<file path="config.mk">
export PLATFORM = sky130hd
export DESIGN_NAME = stopwatch_time_core
export DESIGN_NICKNAME = d
export VERILOG_FILES = /design/src/rtl/stopwatch_pkg.sv /design/src/rtl/bcd2_mod_counter.sv /design/src/rtl/stopwatch_time_core.sv
export SDC_FILE = /design/constraint.sdc
export NUM_CORES = 1
export LEC_CHECK = 0
export CAP_MARGIN = 20
export CELL_PAD_IN_SITES_DETAIL_PLACEMENT = 1
export CELL_PAD_IN_SITES_GLOBAL_PLACEMENT = 1
export CORE_MARGIN = 8
export CORE_UTILIZATION = 37
export DETAILED_ROUTE_END_ITERATION = 6
export GPL_TIMING_DRIVEN = 0
export HOLD_SLACK_MARGIN = 0.1
export PLACE_DENSITY = 0.83
export SYNTH_ARGS = -nofsm -noshare
export SYNTH_HDL_FRONTEND = slang
export SYNTH_SLANG_ARGS = --single-unit
</file>
<file path="constraint.sdc">
create_clock -name clk_100MHz -period 2.4 [get_ports clk_100MHz]
set_clock_uncertainty 0.1 [all_clocks]
set_input_delay 0.36 -clock clk_100MHz [delete_from_list [all_inputs] [get_ports clk_100MHz]]
set_output_delay 0.36 -clock clk_100MHz [all_outputs]
set_load 0.1 [all_outputs]
</file>
<file path="src/rtl/stopwatch_pkg.sv">
`default_nettype none
// ============================================================================
// Module : stopwatch_pkg
// Brief  : Shared types and constants for the MM:SS stopwatch time core.
// Rev    : 1.0  initial release
// ============================================================================
package stopwatch_pkg;

  // One packed BCD digit
  typedef logic [3:0] bcd_t;

  // Run/pause state of the stopwatch
  typedef enum logic {
    RUN    = 1'b0,
    PAUSED = 1'b1
  } run_state_e;

  localparam int SEC_MAX_DEFAULT = 59;
  localparam int MIN_MAX_DEFAULT = 99;

  // True when a digit holds a legal decimal value (0..9)
  function automatic logic bcd_is_valid(input bcd_t d);
    return (d <= 4'd9);
  endfunction

  // Tens digit kept as-is when legal, forced to 0 otherwise
  function automatic bcd_t bcd_sanitize(input bcd_t d);
    return bcd_is_valid(d) ? d : 4'd0;
  endfunction

endpackage : stopwatch_pkg
`default_nettype wire

</file>
<file path="src/rtl/bcd2_mod_counter.sv">
`default_nettype none
// ============================================================================
// Module : bcd2_mod_counter
// Brief  : Two-digit BCD modulo counter (00..MAX) with increment enable and
//          a combinational wrap flag raised when an increment hits MAX.
// Rev    : 1.0  initial release
// ============================================================================
module bcd2_mod_counter
  import stopwatch_pkg::*;
#(
  parameter int MAX = SEC_MAX_DEFAULT
) (
  input  logic clk,
  input  logic reset,
  input  logic inc,
  output bcd_t tens,
  output bcd_t ones,
  output logic wrap
);

  localparam bcd_t C_MAX_TENS = bcd_t'(MAX / 10);
  localparam bcd_t C_MAX_ONES = bcd_t'(MAX % 10);

  bcd_t tens_q, tens_d;
  bcd_t ones_q, ones_d;
  logic at_max;

  // Detect the terminal value; wrap only when an increment is requested there
  always_comb begin
    at_max = (tens_q == C_MAX_TENS) && (ones_q == C_MAX_ONES);
    wrap   = inc && at_max;
  end

  // Next-value logic: illegal digits collapse to 0 on the next increment
  always_comb begin
    tens_d = tens_q;
    ones_d = ones_q;
    if (inc) begin
      if (at_max) begin
        tens_d = 4'd0;
        ones_d = 4'd0;
      end else if (ones_q == 4'd9) begin
        ones_d = 4'd0;
        tens_d = (tens_q >= 4'd9) ? 4'd0 : tens_q + 4'd1;
      end else if (!bcd_is_valid(ones_q)) begin
        ones_d = 4'd0;
        tens_d = bcd_sanitize(tens_q);
      end else begin
        ones_d = ones_q + 4'd1;
        tens_d = bcd_sanitize(tens_q);
      end
    end
  end

  // Digit registers
  always_ff @(posedge clk) begin
    if (reset) begin
      tens_q <= 4'd0;
      ones_q <= 4'd0;
    end else begin
      tens_q <= tens_d;
      ones_q <= ones_d;
    end
  end

  assign tens = tens_q;
  assign ones = ones_q;

endmodule : bcd2_mod_counter
`default_nettype wire

</file>
<file path="src/rtl/stopwatch_time_core.sv">
`default_nettype none
// ============================================================================
// Module : stopwatch_time_core
// Brief  : MM:SS BCD time counter driven by 1 Hz / 2 Hz enable strobes, with
//          run/pause control, per-field adjust stepping and a rollover pulse.
// Rev    : 1.0  initial release
// ============================================================================
module stopwatch_time_core
  import stopwatch_pkg::*;
#(
  parameter int MIN_MAX = MIN_MAX_DEFAULT,
  parameter int SEC_MAX = SEC_MAX_DEFAULT
) (
  input  logic        clk_100MHz,
  input  logic        reset,
  input  logic        tick_1hz,
  input  logic        tick_2hz,
  input  logic        pause_pulse,
  input  logic        adj,
  input  logic        sel,
  output logic [15:0] digits,
  output logic        running,
  output logic        rollover
);

  run_state_e state_q, state_d;
  logic       running_q, running_d;
  logic       rollover_q, rollover_d;

  logic sec_inc, min_inc;
  logic sec_wrap, min_wrap;
  bcd_t sec_tens, sec_ones, min_tens, min_ones;

  // Mode muxing: normal mode counts on tick_1hz with minute carry, adjust
  // mode steps only the selected field on tick_2hz with no carry.
  always_comb begin
    sec_inc = 1'b0;
    min_inc = 1'b0;
    if (adj) begin
      sec_inc = tick_2hz && sel;
      min_inc = tick_2hz && !sel;
    end else begin
      sec_inc = tick_1hz && (state_q == RUN);
      min_inc = sec_wrap;
    end
  end

  bcd2_mod_counter #(.MAX(SEC_MAX)) u_sec (
    .clk   (clk_100MHz),
    .reset (reset),
    .inc   (sec_inc),
    .tens  (sec_tens),
    .ones  (sec_ones),
    .wrap  (sec_wrap)
  );

  bcd2_mod_counter #(.MAX(MIN_MAX)) u_min (
    .clk   (clk_100MHz),
    .reset (reset),
    .inc   (min_inc),
    .tens  (min_tens),
    .ones  (min_ones),
    .wrap  (min_wrap)
  );

  // Run-state toggle and rollover detection; the count above already used
  // the pre-toggle state, so a coincident tick and pause behave naturally.
  always_comb begin
    state_d = state_q;
    if (pause_pulse && !adj) begin
      state_d = (state_q == RUN) ? PAUSED : RUN;
    end
    running_d  = (state_d == RUN);
    rollover_d = !adj && sec_wrap && min_wrap;
  end

  // State and registered status outputs
  always_ff @(posedge clk_100MHz) begin
    if (reset) begin
      state_q    <= RUN;
      running_q  <= 1'b1;
      rollover_q <= 1'b0;
    end else begin
      state_q    <= state_d;
      running_q  <= running_d;
      rollover_q <= rollover_d;
    end
  end

  assign digits   = {min_tens, min_ones, sec_tens, sec_ones};
  assign running  = running_q;
  assign rollover = rollover_q;

endmodule : stopwatch_time_core
`default_nettype wire
</file>
==> impl_metrics.toml, run 1 <==
[drt]
drt_iter0_drc = 87
num_vias = 1140
routedWlPerCell_um = 15.3
antenna_left = 0
wirelength_um = 3220
routed_via_density = 5.40
first_pass_iters = 4
drc = 0

[critical_path]
path_delay_family = "buffers and inverters"
path_class = "register to primary output"
arrival_ns = 1.85
critPathRequiredTime_ns = 1.94
path_max_fanout = 6
critPathMaxStageDelay_ns = 1.16
cpMaxStageDelayCell = "clkdlybuf4s50_1"
worstPathCellList = "clkdlybuf4s50_1"
crit_buf_inv = 1
reg2reg_depth = 6
worst-path-stages = 1
end_kind = "primary output"
worstSetupStartpointType = "register"

[global_routing]
grt.overflow.total = 0
antenna_found_initial = 0
grt.total_usage_pct = 12.8
first_global_vias = 1237
grt_max_degree = 11
grt_first_pass_wirelength_um = 5540

[placed_design]
io_buffers = 23
post_dp_cell_area_mm2 = 0.00150
pre_cts_ws_ns = 0.0208
place_congestion = 0.856
hpwl_um = 2550

[clock_tree]
h-tree-depth = 1
clkTransAtPathRegs_ns = 0.11
clockBufferDepth = 2
cts_sinks = 19
hold_buffers = 0
root_buffer = "clkbuf_4"
cts-buffers-inserted = 3
clock_latency_ns = 0.31
tritoncts = "built"

[synthesis]
syn_nets = 159
synth_ff_type = "dfxtp_1"
netlist_instances = 140
synth_seq_cells = 19
yosysWarnings = 0
ys_async_sr_fraction_pct = 0
synth-edff-count = 0
ys_types = 48
syn_avg_cell_area_um2 = 8.60
ys_seq_area_share_pct = 31.6
synth_area_mm2 = 0.00120

[floorplan]
rows = 20
ios = 25
start_util_pct = 39.1
die-area_mm2 = 0.00533
die_y_um = 73.0
coreArea_mm2 = 0.00308
die_x_um = 73.0

[layout]
final_layout_size_suffix_gt1_share_pct = 10.2
diodes = 0
area_growth_pct = 27.1
fillCellCount = 390
finalInstanceArea_mm2 = 0.00153
layout.nets = 187
multi_input_area_um2 = 749
fin_util_pct = 49.7
seqCellArea_um2 = 387

[sta]
setup_viol = 0
min_period_ns = 2.31
rsz0062_at_grt = "no"
max_freq_ghz = 0.433
setup_tns_ns = 0
worst_slack_ns = 0.0879
slew_violations = 0
hold_slack_ns = 0.416
maxSlewHeadroom_pct = 34.3
hold_violations = 0
finalCritPeriodShare_pct = 96.3
tightest_slew_ns = 0.982

[power_and_ir_drop]
peakVddDrop_v = 0.000273
power_density_mw_per_mm2 = 404
p_leak_nw = 0.683

[outcome]
status = "finished clean"

[hold_path]
hold_class = "register to register"
worstHoldPathCells = 2

[job]
max_cap_viol_count = 0
metrics by stage:
stage	cells	power, mW
6_report	211	0.619
5_1_grt	211	0.653
4_1_cts	211	0.633
3_5_place_dp	207	0.456
3_3_place_gp	207	0.452
2_1_floorplan	140	0.420
layer usage:
metal,vias to the layer above,part of all wire [%],global-route usage (%)
met2,21,53,23.8
met1,550,40,12.6
met3,6,5.8,5.22
met4,0,1.1,3.78
met5,-,0,0
li1,563,-,-
tightest hold or removal path, cell delays in order, from the launching register on:
cell and delay, ns:
dfxtp_2 0.36, o21ai_0 0.07, a21oi_1 0.06
flip-flops by register name, summed over array words and instances, names as in the netlist:
register	flops
u_sec.tens	4
running	1
state_q	1
u_min.ones	4
u_sec.ones	4
rollover	1
u_min.tens	4
final timing paths:
kind	slack, ns	end	startpoint
setup / recovery	0.09	digits[4]	u_sec.tens[0]
hold / removal	0.42	u_sec.tens[1]	u_sec.tens[1]
setup reg to reg	0.33	u_sec.tens[3]	u_sec.tens[1]
hold reg to reg	0.42	u_sec.tens[1]	u_sec.tens[1]
layout make-up:
| cell class | count | area share, % |
|---|---|---|
| multi-input combinational | 102 | 49.0 |
| tap | 44 | 3.60 |
| timing repair buffer | 23 | 15.6 |
| buffer | 6 | 1.64 |
| inverter | 13 | 3.19 |
| clock buffer | 4 | 1.72 |
| sequential | 19 | 25.3 |
synth_stat cells, types with 3 or more instances:
master / instances / area share, %
a211oi_1: 3 / 1.9
inv_1: 13 / 4.1
nand3_1: 5 / 2.1
nand3b_1: 3 / 1.9
clkbuf_1: 3 / 0.94
nand4b_1: 3 / 2.2
nor2_1: 7 / 2.2
dfxtp_1: 19 / 32
ha_1: 12 / 12
o21ai_0: 6 / 2.5
a21oi_1: 13 / 5.4
nand2_1: 8 / 2.5
cell usage in the layout, fill, tap and decap left out, types with 2 or more instances in the layout:
cell,netlist,final
nand3_1,5,5
a31oi_1,2,2
buf_2,2,2
clkdlybuf4s50_1,0,12
nand2b_1,2,2
dfxtp_1,19,14
nor4_1,2,2
nand4b_1,3,3
dlymetal6s2s_1,0,6
clkbuf_4,0,3
o211ai_1,2,2
o21bai_1,2,2
nand2_1,8,8
or3b_1,2,2
o22ai_1,2,2
a21oi_1,13,13
dlygate4sd2_1,0,5
dfxtp_2,0,5
xnor2_1,2,2
inv_1,13,13
nor2_1,7,7
clkbuf_1,3,4
o21ai_0,6,6
nand3b_1,3,3
a211oi_1,3,3
ha_1,12,12
logic make-up after synthesis:
logic type / synth area share, %
buffers and inverters: 6.13
AO/OA/AOI/OAI: 22.2
AND/OR/NAND/NOR: 24.5
flip-flops: 31.6
multiplexers: 0.832
adder cells (fa/ha/maj): 12.5
XOR/XNOR: 2.18
power by group:
part	total (mW)	internal (mW)	switching, mW
clock	0.172	0.0650	0.107
sequential	0.331	0.323	0.00759
combinational	0.116	0.0356	0.0808
total	0.619	0.424	0.195
what timing repair did:
| item | CTS | global route |
|---|---|---|
| setup endpoints to repair | 5 | 6 |
| resized for setup | 5 | 6 |
| setup buffers | 0 | 0 |
Note: power is estimated with default switching activity, not from simulation.
==> run 2: changes to the inputs <==
--- a/config.mk
+++ b/config.mk
@@ -11,6 +11,7 @@
 export CORE_MARGIN = 8
 export CORE_UTILIZATION = 37
 export DETAILED_ROUTE_END_ITERATION = 6
+export GPL_ROUTABILITY_DRIVEN = 0
 export GPL_TIMING_DRIVEN = 0
 export HOLD_SLACK_MARGIN = 0.1
 export PLACE_DENSITY = 0.83
==> results of run 2 <==
Same layout as run 1: the final DEF is identical, and so are final timing and power.
